### config.mk
export PLATFORM = sky130hd
export DESIGN_NAME = mux_sel_arbiter
export DESIGN_NICKNAME = d
export VERILOG_FILES = /design/src/rtl/mux_sel_arbiter.sv
export SDC_FILE = /design/constraint.sdc
export NUM_CORES = 1
export LEC_CHECK = 0
export ABC_AREA = 1
export CAP_MARGIN = 10
export CORE_AREA = 5 5 42 44
export CTS_CLUSTER_DIAMETER = 120
export DETAILED_ROUTE_END_ITERATION = 8
export DIE_AREA = 0 0 47 49
export PLACE_DENSITY_LB_ADDON = 0.15
export SLEW_MARGIN = 15
export SYNTH_ARGS = -nofsm -noshare
export SYNTH_HDL_FRONTEND = slang
export SYNTH_SLANG_ARGS = --single-unit
export TNS_END_PERCENT = 10
### constraint.sdc
create_clock -name clk -period 4 [get_ports clk]
set_input_delay 0.4 -clock clk [delete_from_list [all_inputs] [get_ports clk]]
set_output_delay 0.4 -clock clk [all_outputs]
set_load 0.02 [all_outputs]
### src/rtl/mux_sel_arbiter.sv
// Two-channel round-robin arbiter driving the select of a 2:1 data mux.
// Grants are bounded bursts of BURST_LEN cycles under contention; sel only
// moves when a new grant is issued, so the mux output never toggles while idle.
module mux_sel_arbiter #(
  parameter int unsigned BURST_LEN = 4,
  parameter int unsigned CW        = $clog2(BURST_LEN)
) (
  input  logic          clk,
  input  logic          rst_n,
  input  logic          req_a,
  input  logic          req_b,
  output logic          sel,
  output logic          gnt_a,
  output logic          gnt_b,
  output logic          busy,
  output logic [CW-1:0] burst_cnt
);

  typedef enum logic [1:0] {
    IDLE  = 2'd0,
    GNT_A = 2'd1,
    GNT_B = 2'd2
  } state_e;

  // Encoding of the "last granted" bit; B after reset so A wins the first tie.
  localparam logic LAST_A = 1'b0;
  localparam logic LAST_B = 1'b1;

  localparam logic [CW-1:0] LAST_CNT = CW'(BURST_LEN - 1);

  state_e        state_q, state_d;
  logic [CW-1:0] cnt_q, cnt_d;
  logic          sel_q, sel_d;
  logic          last_q, last_d;
  logic          gnt_a_q, gnt_a_d;
  logic          gnt_b_q, gnt_b_d;

  // Next-state, burst counter, select and round-robin pointer.
  always_comb begin
    state_d = state_q;
    cnt_d   = cnt_q;
    sel_d   = sel_q;
    last_d  = last_q;

    case (state_q)
      IDLE: begin
        cnt_d = '0;
        if (req_a && req_b) begin
          state_d = (last_q == LAST_B) ? GNT_A : GNT_B;
        end else if (req_a) begin
          state_d = GNT_A;
        end else if (req_b) begin
          state_d = GNT_B;
        end
      end
      GNT_A: begin
        if (!req_a) begin
          state_d = req_b ? GNT_B : IDLE;
        end else if (cnt_q == LAST_CNT) begin
          if (req_b) state_d = GNT_B;
          else       cnt_d   = '0;
        end else begin
          cnt_d = cnt_q + CW'(1);
        end
      end
      GNT_B: begin
        if (!req_b) begin
          state_d = req_a ? GNT_A : IDLE;
        end else if (cnt_q == LAST_CNT) begin
          if (req_a) state_d = GNT_A;
          else       cnt_d   = '0;
        end else begin
          cnt_d = cnt_q + CW'(1);
        end
      end
      default: begin
        state_d = IDLE;
        cnt_d   = '0;
      end
    endcase

    // Any state change starts a fresh burst (or parks the counter in IDLE).
    if (state_d != state_q) begin
      cnt_d = '0;
      if (state_d == GNT_A) begin
        sel_d  = 1'b0;
        last_d = LAST_A;
      end else if (state_d == GNT_B) begin
        sel_d  = 1'b1;
        last_d = LAST_B;
      end
    end
  end

  // Grant outputs decoded ahead of the register so they leave a flop directly.
  always_comb begin
    gnt_a_d = (state_d == GNT_A);
    gnt_b_d = (state_d == GNT_B);
  end

  // State and output registers with asynchronous reset.
  always_ff @(posedge clk or negedge rst_n) begin
    if (!rst_n) begin
      state_q <= IDLE;
      cnt_q   <= '0;
      sel_q   <= 1'b0;
      last_q  <= LAST_B;
      gnt_a_q <= 1'b0;
      gnt_b_q <= 1'b0;
    end else begin
      state_q <= state_d;
      cnt_q   <= cnt_d;
      sel_q   <= sel_d;
      last_q  <= last_d;
      gnt_a_q <= gnt_a_d;
      gnt_b_q <= gnt_b_d;
    end
  end

  assign sel       = sel_q;
  assign gnt_a     = gnt_a_q;
  assign gnt_b     = gnt_b_q;
  assign busy      = gnt_a_q | gnt_b_q;
  assign burst_cnt = cnt_q;

endmodule

Yosys cells after proc, flatten, opt, wreduce, memory -nomap -nowiden

Index checks and enable logic that the tools add are counted.

Bits in registers: 8
Bits of input ports: 4
Output and inout port bits: 6

$add $sub $neg: 1
Equality and inequality tests: 10
Multiplexer cells: 22
Bitwise gates (word level): 1
Reduce and logical (&&, ||, !) cells: 5

Operators by type and width:

| operator                                                              | count |
|---|---|
| 2-bit 2-to-1 mux                                                      | 17 |
| 4-bit != test, second input constant                                  | 2 |
| 2-bit equality test, second input constant                            | 3 |
| 3-bit != test, second input constant                                  | 2 |
| 2-bit one-hot mux with 3 select lines                                 | 1 |
| 2-bit by 1-bit equality test with 1-bit output, second input constant | 2 |
| 2-bit one-hot mux with 2 select lines                                 | 1 |
| 4-bit AND reduction                                                   | 1 |
| 1-bit 2-to-1 mux                                                      | 3 |
| 2-bit by 1-bit adder with 2-bit output, second input constant         | 1 |
| 2-bit logical NOT                                                     | 1 |
| 2-bit != test                                                         | 1 |
| 2-bit AND reduction                                                   | 1 |
| 2-bit nonzero test                                                    | 1 |
| 1-bit logical AND                                                     | 1 |
| 1-bit OR                                                              | 1 |

Depth between registers and ports, before layout

Gate-level depths: netlist (run 1).

Depth after elaboration: 7
Depth in mapped cells: 14
Gate-level depth less buffers: 14

Least setup slack after synthesis (run 1)

No wires, ideal clock.

Kind: register to register
From: register cnt_q[0] (netlist: burst_cnt[0])
To: register sel_q (netlist: sel)
Arrival: 1594 ps
Required time: 3882 ps
Setup slack: 2288 ps
Stages on the path, launching flop included: 13
Buffers on the path: 0
Path through: dfrtp_1 > ha_1 > nand2_1 > nand3_1 > nand2_1 > nand3_2 > nand2_2 > inv_1 > ha_1 > inv_1 > nand2_1 > nand2_1 > nand2_1

Cells in the longest elaborated chain, start to end: 7

RTL lines:

| what                                                                                         | RTL line | source |
|---|---|---|
| from (decl)                                                                                  | 32       | `logic [CW-1:0] cnt_q, cnt_d;` |
| from (signal assigned)                                                                       | 112      | `cnt_q <= cnt_d;` |
| 2-bit equality test (*)                                                                      | 59, 69   |  |
| 2-bit 2-to-1 mux (on tied branches)                                                          | 69, 59   |  |
| 2-bit 2-to-1 mux (on tied branches)                                                          | 67, 57   |  |
| 2-bit one-hot mux with 3 select lines (*)                                                    | 45       | `case (state_q)` |
| named net state_d[1]                                                                         | 31       | `state_e state_q, state_d;` |
| 2-bit by 1-bit equality test with 1-bit output / 2-bit equality test (equally long branches) | 85, 88   |  |
| 2-bit nonzero test (no line)                                                                 | n/a      |  |
| 2-bit AND reduction (no line)                                                                | n/a      |  |
| to (signal assigned)                                                                         | 113      | `sel_q <= sel_d;` |
| to (decl)                                                                                    | 33       | `logic sel_q, sel_d;` |

Mark *: on every way through the listed nets, which the timed path passes. The rest lies on a longest branch.
A chain may end at the register's enable or synchronous reset.

Final worst setup path (run 1)

From: input req_a
To: register sel_q (netlist: sel)

Cells in the longest elaborated chain, start to end: 7

RTL lines:

| what                                                                                         | RTL line | source |
|---|---|---|
| from (decl)                                                                                  | 10       | `input logic req_a,` |
| 2-bit 2-to-1 mux                                                                             | 70       | `if (req_a) state_d = GNT_A;` |
| 2-bit 2-to-1 mux                                                                             | 69       | `end else if (cnt_q == LAST_CNT) begin` |
| 2-bit 2-to-1 mux                                                                             | 67       | `if (!req_b) begin` |
| 2-bit one-hot mux with 3 select lines (*)                                                    | 45       |  |
| 2-bit by 1-bit equality test with 1-bit output / 2-bit equality test (equally long branches) | 85, 88   |  |
| 2-bit nonzero test (no line)                                                                 | n/a      |  |
| 2-bit AND reduction (no line)                                                                | n/a      |  |

Mark *: on every way between the ends. The rest lies on a longest branch, timed or not.

==> impl_results.md, run 1 <==
* Commonest non-fill, non-tap cell in the layout: nand2_1
* CTS tree: built
* Top cells by area, synth: dfrtp_1, ha_1, nand2_1, nand3_1, inv_1
* Yosys top cell by area: dfrtp_1
* Max Cap Viol at 0
* Total Routing Usage GR at 11.7%
* Final hold vios at 0
* Worst Path Arrival at roughly 2 ns
* Crit path capture type: flop
* Synth Flop Type: dfrtp_1
* Netlist Area Pre-Place at ~570 µm²
* Leakage at approximately 0.00038 µW
* First-pass GRT wire length at 1920 µm
* Clock Tree Root: clkbuf_4
* GP Congestion at between 0.8 and 0.9
* Post-DRT Antenna Nets at 0
* Leading cell types in the layout, fill and taps excluded: nand2_1, inv_1, nand3_1, clkdlybuf4s50_1
* IO buf count at 9
* Net Count, Synth at 87
* Worst slew margin at between 70 and 80%
* Die H at 49 µm
* Post-synthesis sequential area ratio at between 30% and 40%
* CTS buffer count at 3
* R2r setup slk at 2.17 ns
* Skew final at between 0.009 and 0.01 ns
* CP max FO at 8
* Crit path cell chain: clkdlybuf4s50_1, nand2_1, nand3_1, nand3_1, nand3_2, nand2_2, ha_1, inv_1, nand2_1, nand2_1, nand2_1
* R2R Path End: sel
* Buf/Inv on CP at 2
* Routed WL at around 1100 µm
* Post-synth EDFFs at 0
* 1st-pass router iterations at 4
* Register area at roughly 200 µm²
* Setup violations, final at 0
* HPWL Detailed at a little over 800 µm
* Crit path max-delay family: buffers and inverters
* Initial antenna violation count at 0
* CTS Buffer Depth at 2
* Post-place setup slack at 1.86 ns
* Violation count after the first detailed-routing iteration at 4
* Core ar. at around 1400 µm²
* FFs w/ async S/R, synth at 100%
* Max incr delay on CP at 0.64 ns
* Hold Buf Count CTS at 0
* Setup bufs post-CTS at 0
* Layout cells sized above 1 at about 13%
* Ant diodes at 0
* # rows at 14
* Clk_lat worst skew at about 0.26 ns
* Launching point of the worst reg2reg path: state_q[1]
* Mapped Cells at 76
* Type of the worst min-delay path: primary input to asynchronous set/reset pin
* Drt drc at 0
* Post-route cell area at between 600 and 700 µm²
* Grt total ovfl at 0
* Ports at 10
* Die width at 47 µm
* Status: completed
* Placement Cell Area at around 670 µm²
* FF-to-FF path depth at 13
* Number of nets in the layout at 100
* Setup WS post-layout at around 2.1 ns
* Worst path required time at ~4.1 ns
* RSZ-0062 raised after global routing: no
* P per Cell Area at 747 nW/µm²
* CTS resizes at 0
* Fillcell total at 148
* Final Slew Violations at 0
* Pin count of the biggest net entering global routing at 9
* Synthesis-to-finish area growth at 21.8%
* CTS H-tree lvls at 1
* Seq cells post-synth at 8
* Tightest Pin Transition at roughly 0.35 ns
* Synth top area share at 30.6%
* VDD IR max at 347 µV
* Setup Crit Path Kind: primary input to flop
* Starting Density at 40.9%
* Crit-path slowest cell: clkdlybuf4s50_1
* CP Launch Type: primary input
* Period utilization at a little under half
* Setup_tns at 0 ns
* Synthesized area per cell at 7.54 µm²
* Hold Slack at ~0.41 ns
* Total Power at between 500 and 600 µW
* Number of clock sinks at 8
* Top cell by count, worst path: nand2_1
* WL/cell at approximately 10 µm
* Die Footprint at 2300 µm²
* Count of cell types in the netlist at 14
* Post-layout min period at 1.91 ns
* Clk slew on worst S/H paths at ~0.060 ns
* Synth Warn # at 0
* Vias in the first global route at 477
* Vias per inst at between 4 and 5
* DR vias at approximately 480
* Multi-input logic area at between 300 and 400 µm²
* F_max at 525 MHz
-- cell type report --
cell class,count,area share [%]
Clock buffer,4,3.76
Inverter,13,6.99
Multi-Input combinational cell,54,44.6
Sequential cell,8,28.9
Tap cell,16,2.87
Timing Repair Buffer,9,12.9
-- kinds of logic after synthesis --
| family | after synthesis | share of synthesized area [%] |
|---|---|---|
| compound gates | 3 | 3.28 |
| flops | 8 | 35.2 |
| simple gates | 44 | 35.8 |
| fa+ha+maj | 7 | 15.3 |
| buf+inv | 14 | 10.5 |
-- layer usage --
layer  wire length (µm)  track usage (%)  part of all wire (%)  vias to the layer above
met2                453             15.6                    43                       10
met1                519             14.8                    49                      206
met4                 48             11.1                   4.5                        0
met3                 42             2.21                   3.9                        5
li1                   -                -                     -                      262
met5                  0                0                     0                        -
-- cell usage after synthesis (2+ instances only) --
master / n
inv_1: 13
dfrtp_1: 7
nand2_2: 3
nand2_1: 23
nand4_1: 2
ha_1: 7
nor2_1: 3
a21oi_1: 2
nand3_2: 2
nand3_1: 10
-- registers in the layout (all words and copies together), names as in the netlist --
name	count
burst_cnt	2
gnt_a	1
gnt_b	1
last_q	1
sel	1
state_q	2
-- how the worst max path moves through the flow --
stage / slack, ns / to / from / cells past startpoint
2_1_floorplan: 2.29 / sel / burst_cnt[0] / 12
3_3_place_gp: 1.86 / sel / req_a / 11
3_5_place_dp: 1.86 / sel / req_a / 11
4_1_cts: 2.12 / busy / gnt_b / 2
5_1_grt: 1.96 / sel / req_a / 11
6_report: 2.09 / sel / req_a / 11
-- power by group --
group | total, µW | internal [µW] | switching, µW
combinational | 307 | 124 | 183
clock | 67.6 | 38.3 | 29.3
sequential | 146 | 118 | 28.0
-- stage by stage --
stage                     utilization (%)  cells
after floorplan                         -     76
after global placement               47.9    100
after detailed placement             47.9    100
after CTS                            49.8    104
after global routing                 49.8    104
final                                49.8    104
No activity file was read; power rests on OpenSTA's default activity.
==> run 2, diff against run 1 <==
--- a/config.mk
+++ b/config.mk
@@ -7,10 +7,10 @@
 export LEC_CHECK = 0
 export ABC_AREA = 1
 export CAP_MARGIN = 10
-export CORE_AREA = 5 5 42 44
+export CORE_MARGIN = 5
+export CORE_UTILIZATION = 44
 export CTS_CLUSTER_DIAMETER = 120
 export DETAILED_ROUTE_END_ITERATION = 8
-export DIE_AREA = 0 0 47 49
 export PLACE_DENSITY_LB_ADDON = 0.15
 export SLEW_MARGIN = 15
 export SYNTH_ARGS = -nofsm -noshare
==> constraint.sdc (replaced) <==
create_clock -name clk -period 1.7 [get_ports clk]
set_input_delay 0.17 -clock clk [delete_from_list [all_inputs] [get_ports clk]]
set_output_delay 0.17 -clock clk [all_outputs]
set_load 0.02 [all_outputs]
==> impl_results.md, run 2 (synthesized netlist as in run 1, its figures left out) <==
* Type of the worst min-delay path: primary input to asynchronous set/reset pin
* P per Cell Area at 1890 nW/µm²
* Die H at between 40 and 50 µm
* Ant diodes at 0
* Total Power at between 1500 and 2000 µW
* Hold Slack at ~0.18 ns
* Pin count of the biggest net entering global routing at 9
* Launching point of the worst reg2reg path: state_q[1]
* CTS H-tree lvls at 1
* Clock Tree Root: clkbuf_4
* Vias in the first global route at ~480
* Met2 Resource Use GR at 22.3%
* Die width at ~46 µm
* CTS tree: built
* Met1 Use GR at 16.5%
* Dpl cells at 110
* Vias per inst at about 4.8
* Violation count after the first detailed-routing iteration at 9
* Post-DRT Antenna Nets at 0
* Post-place setup slack at -0.233 ns
* Die Footprint at 2120 µm²
* First-pass GRT wire length at a little under 2000 µm
* Final hold vios at 0
* VDD IR max at about 1200 µV
* Setup_tns at 0 ns
* Commonest non-fill, non-tap cell in the layout: nand2_1
* Worst Path Arrival at 1.46 ns
* Crit path max-delay family: buffers and inverters
* Critical Path Start: gnt_b
* Setup Crit Path Kind: flop to output port
* Clk_lat worst skew at roughly 0.25 ns
* Leakage at ~0.00045 µW
* Hold Buf Count CTS at 0
* Multi-input logic area at 377 µm²
* Status: completed
* Number of clock sinks at 8
* Initial antenna violation count at 0
* Setup WS post-layout at between 0.07 and 0.08 ns
* 1st-pass router iterations at 4
* Register area at around 200 µm²
* Synthesis-to-finish area growth at 53.1%
* HPWL Detailed at roughly 930 µm
* Worst slew margin at ~80%
* Crit path cell chain: or2_2, clkdlybuf4s50_1
* RSZ-0062 raised after global routing: yes
* Drt drc at 0
* CP Launch Type: flop
* Layout cells sized above 1 at 41.6%
* Period utilization at between 90% and 100%
* Post-layout min period at roughly 1.6 ns
* # rows at 13
* DR vias at between 500 and 600
* Max incr delay on CP at between 0.5 and 0.6 ns
* Fillcell total at 107
* Starting Density at between 40% and 50%
* Routed WL at roughly 1200 µm
* F_max at around 610 MHz
* CTS buffer count at 3
* Buf/Inv on CP at 1
* Worst path required time at 1.53 ns
* Busiest grt layer: met2
* CP max FO at 2
* Leading cell types in the layout, fill and taps excluded: nand2_1, buf_4, nand3_1, clkdlybuf4s50_1
* Max Cap Viol at 0
* Tightest Pin Transition at about 0.33 ns
* Layout Cells excl Fill at between 100 and 150
* Final Slew Violations at 0
* Crit-path slowest cell: clkdlybuf4s50_1
* Number of nets in the layout at around 110
* Clk slew on worst S/H paths at 0.06 ns
* WL/cell at roughly 11 µm
* Grt total ovfl at 0
* IO buf count at 9
* Ports at 10
* Core ar. at 1270 µm²
* Skew final at ~0.0031 ns
* Total Routing Usage GR at a little over an eighth
* Setup violations, final at 0
* Crit path capture type: output port
* GP Congestion at roughly 0.8
* CTS Buffer Depth at 2
* GR Util met3 at between 2 and 2.5%
-- run 2: changes by cell type in the layout (fill, tap and decap cells not counted), moves of 4 or more --
| cell | change |
|---|---|
| nand2_2 | +4 |
| nand2_1 | -5 |
| ha_1 | -5 |
| buf_4 | +10 |
| inv_1 | -6 |
| inv_2 | +5 |
-- run 2: final cells by class --
| cell class | count | area share, % |
|---|---|---|
| repair buffers | 22 | 23.0 |
| clock buffers | 4 | 3.00 |
| well taps | 15 | 2.14 |
| multi-input cells | 54 | 42.9 |
| flip-flops and latches | 8 | 23.1 |
| inverters | 13 | 5.85 |
-- run 2: worst paths after layout --
path	end	slack (ns)	cells past startpoint
max	busy	0.07	2
min	state_q[1]	0.18	1
max reg2reg	sel	0.08	13
min reg2reg	last_q	0.48	2
max in group asynchronous	last_q	1.22	1
min in group clk	last_q	0.48	2
-- run 2: worst reg2reg max path, cell delays in order, from the launching register on --
cell	delay (ns)
dfrtp_1	0.42
inv_2	0.12
ha_4	0.16
inv_2	0.03
nor2_1	0.07
nand2_1	0.07
nand3_2	0.08
nand2_2	0.07
inv_2	0.08
ha_4	0.20
inv_4	0.05
nand2_2	0.04
nand2_1	0.05
nand2_1	0.05
-- run 2: power breakdown --
part           internal (µW)  switching [µW]  total (µW)
clock network           89.8            64.9         155
registers                280            57.9         338
logic                    568             594        1160
-- run 2: repair_timing --
item	CTS	global route
setup buffers	2	0
hold endpoints to repair	0	0
resized for setup	5	20
pin swaps	0	10
endpoints found under the setup margin	2	5
-- run 2: per-stage QoR --
stage | area (µm²) | utilization, %
3_5_place_dp | 754 | 59.5
2_1_floorplan | 574 | -
6_report | 877 | 69.1
5_1_grt | 877 | 69.1
4_1_cts | 813 | 64.1
3_3_place_gp | 754 | 59.5
-- run 2: routing by layer --
| metal | up-vias | wire (µm) |
|---|---|---|
| met4 | 0 | 19 |
| met3 | 2 | 43 |
| met2 | 13 | 625 |
| met1 | 250 | 531 |
| li1 | 286 | - |
| met5 | - | 0 |
==> run 3, diff against run 2 <==
--- a/config.mk
+++ b/config.mk
@@ -11,7 +11,7 @@
 export CORE_UTILIZATION = 44
 export CTS_CLUSTER_DIAMETER = 120
 export DETAILED_ROUTE_END_ITERATION = 8
-export PLACE_DENSITY_LB_ADDON = 0.15
+export PLACE_DENSITY = 0.71
 export SLEW_MARGIN = 15
 export SYNTH_ARGS = -nofsm -noshare
 export SYNTH_HDL_FRONTEND = slang
==> impl_results.md, run 3 (synthesized netlist as in run 1, its figures left out) <==
* Ant diodes at 0
* Max Cap Viol at 0
* Met2 wire len at 807 µm
* Routed WL at 1530 µm
* Drt drc at 0
* CTS buffer count at 3
* Starting Density at approximately 45%
* Max incr delay on CP at around 0.40 ns
* Core ar. at 1270 µm²
* Period utilization at about 100%
* Combinational power share at between 70% and 80%
* Net Sw Power at approximately 850 µW
* Vias in the first global route at around 570
* Violation count after the first detailed-routing iteration at 9
* Crit path max-delay family: simple AND/OR/NAND/NOR gates
* Die Footprint at roughly 2100 µm²
* IO buf count at 9
* Vias per inst at between 4 and 5
* Leakage at about 0.0005 µW
* Top cell by count, worst path: nand2_2
* Die H at around 46 µm
* DR top layer: met4
* Initial antenna violation count at 0
* 1st-pass router iterations at 4
* Hold Buf Count CTS at 0
* Setup_tns at 0 ns
* CTS tree: built
* Clock Power Share at under 10%
* GP Congestion at about 0.88
* Clk slew on worst S/H paths at about 0.06 ns
* Crit-path slowest cell: dfrtp_1
* # rows at 13
* Switch share at around 45%
* Pin count of the biggest net entering global routing at 9
* CP max FO at 3
* P per Cell Area at around 1900 nW/µm²
* Register area at between 200 and 250 µm²
* Flop pwr share at between 10% and 20%
* Crit path capture type: flop
* Post-DRT Antenna Nets at 0
* Post-layout min period at roughly 1.7 ns
* DR vias at 598
* Number of clock sinks at 8
* Fillcell total at 87
* Worst slew margin at a little under 80%
* Type of the worst min-delay path: primary input to asynchronous set/reset pin
* Post-route cell area at between 900 and 1000 µm²
* HPWL Detailed at roughly 1000 µm
* Setup violations, final at 0
* CP Launch Type: flop
* Worst Path Arrival at about 1.8 ns
* Multi-input logic area at 417 µm²
* CTS H-tree lvls at 1
* Number of nets in the layout at 118
* Commonest non-fill, non-tap cell in the layout: nand2_1
* Layout cells sized above 1 at between 50 and 60%
* Skew final at roughly 0.013 ns
* F_max at around 590 MHz
* Clk_lat worst skew at 0.26 ns
* Met1 Wirelength at 614 µm
* CTS Buffer Depth at 2
* Clock Tree Root: clkbuf_4
* Final Slew Violations at 0
* Total Routing Usage GR at 15.6%
* Grt total ovfl at 0
* Die width at 46.1 µm
* Final hold vios at 0
* Buf/Inv on CP at 4
* Crit path cell chain: buf_6, ha_4, inv_2, nor2_2, nand2_2, nand3_2, nand2_2, inv_2, ha_4, inv_4, nand2_4, nand2_2, nand2_1
* Leading cell types in the layout, fill and taps excluded: nand2_1, buf_4, nand2_2
* Synthesis-to-finish area growth at 69.9%
* Tightest Pin Transition at 0.340 ns
* VDD IR max at between 1000 and 1500 µV
* Total Power at 1890 µW
* Worst path required time at between 1.5 and 2 ns
* Internal Pwr Total at around 1000 µW
* First-pass GRT wire length at ~2300 µm
* Placement Cell Area at approximately 760 µm²
* Status: completed
* RSZ-0062 raised after global routing: yes
* WL/cell at between 10 and 15 µm
* Ports at 10
* Setup Crit Path Kind: flop to flop
* Met3 wire length at 59 µm
run 3: worst reg2reg max path, cell delays in order (launching register included):
cell and delay (ns):
dfrtp_1 0.40, buf_6 0.14, ha_4 0.16, inv_2 0.04, nor2_2 0.03, nand2_2 0.08
nand3_2 0.09, nand2_2 0.11, inv_2 0.06, ha_4 0.24, inv_4 0.07, nand2_4 0.05
nand2_2 0.06, nand2_1 0.05
run 3: power groups by stage:
stage	Combinational, µW	Clock (µW)	Sequential [µW]
2_1_floorplan	480	0	379
3_3_place_gp	891	0	325
3_5_place_dp	921	0	326
4_1_cts	1020	162	321
5_1_grt	1540	168	350
6_report	1400	153	337
run 3: stage by stage:
step                      utilization (%)  hold WS, ns  setup slack [ns]  cells
after floorplan                         -       -0.126            0.0178     76
after global placement               60.1        0.456            -0.200    111
after detailed placement             60.1        0.465            -0.250    111
after CTS                            65.1        0.176            0.0145    116
after global routing                 76.7        0.190           -0.0738    121
final                                76.7        0.176           0.00682    121
run 3: path summary, 6_finish.rpt:
kind	to	cells after the start	start	slack, ns
setup / recovery	sel	13	state_q[0]	0.007
hold / removal	gnt_b	1	rst_n	0.18
setup reg to reg	sel	13	state_q[0]	0.007
hold reg to reg	last_q	2	last_q	0.49
max in group asynchronous	last_q	1	rst_n	1.21
min in group clk	last_q	2	last_q	0.49
run 3: what timing repair did:
item,CTS,global route
cloned,0,0
buffers inserted,1,5
setup endpoints to repair,2,5
resized for setup,8,32
pin swaps,2,10
run 3: area by class of cell:
type / count / share of cell area [%]
multi-input cells: 54 / 42.8
repair buffers: 27 / 26.5
flip-flops and latches: 8 / 20.8
inverters: 13 / 5.27
clock buffers: 4 / 2.70
well taps: 15 / 1.93
run 3: routing by layer:
metal | vias to the layer above | GRT usage [%]
met5 | - | 0
met2 | 15 | 26.9
li1 | 300 | -
met1 | 276 | 17.3
met3 | 7 | 1.17
met4 | 0 | 11.9
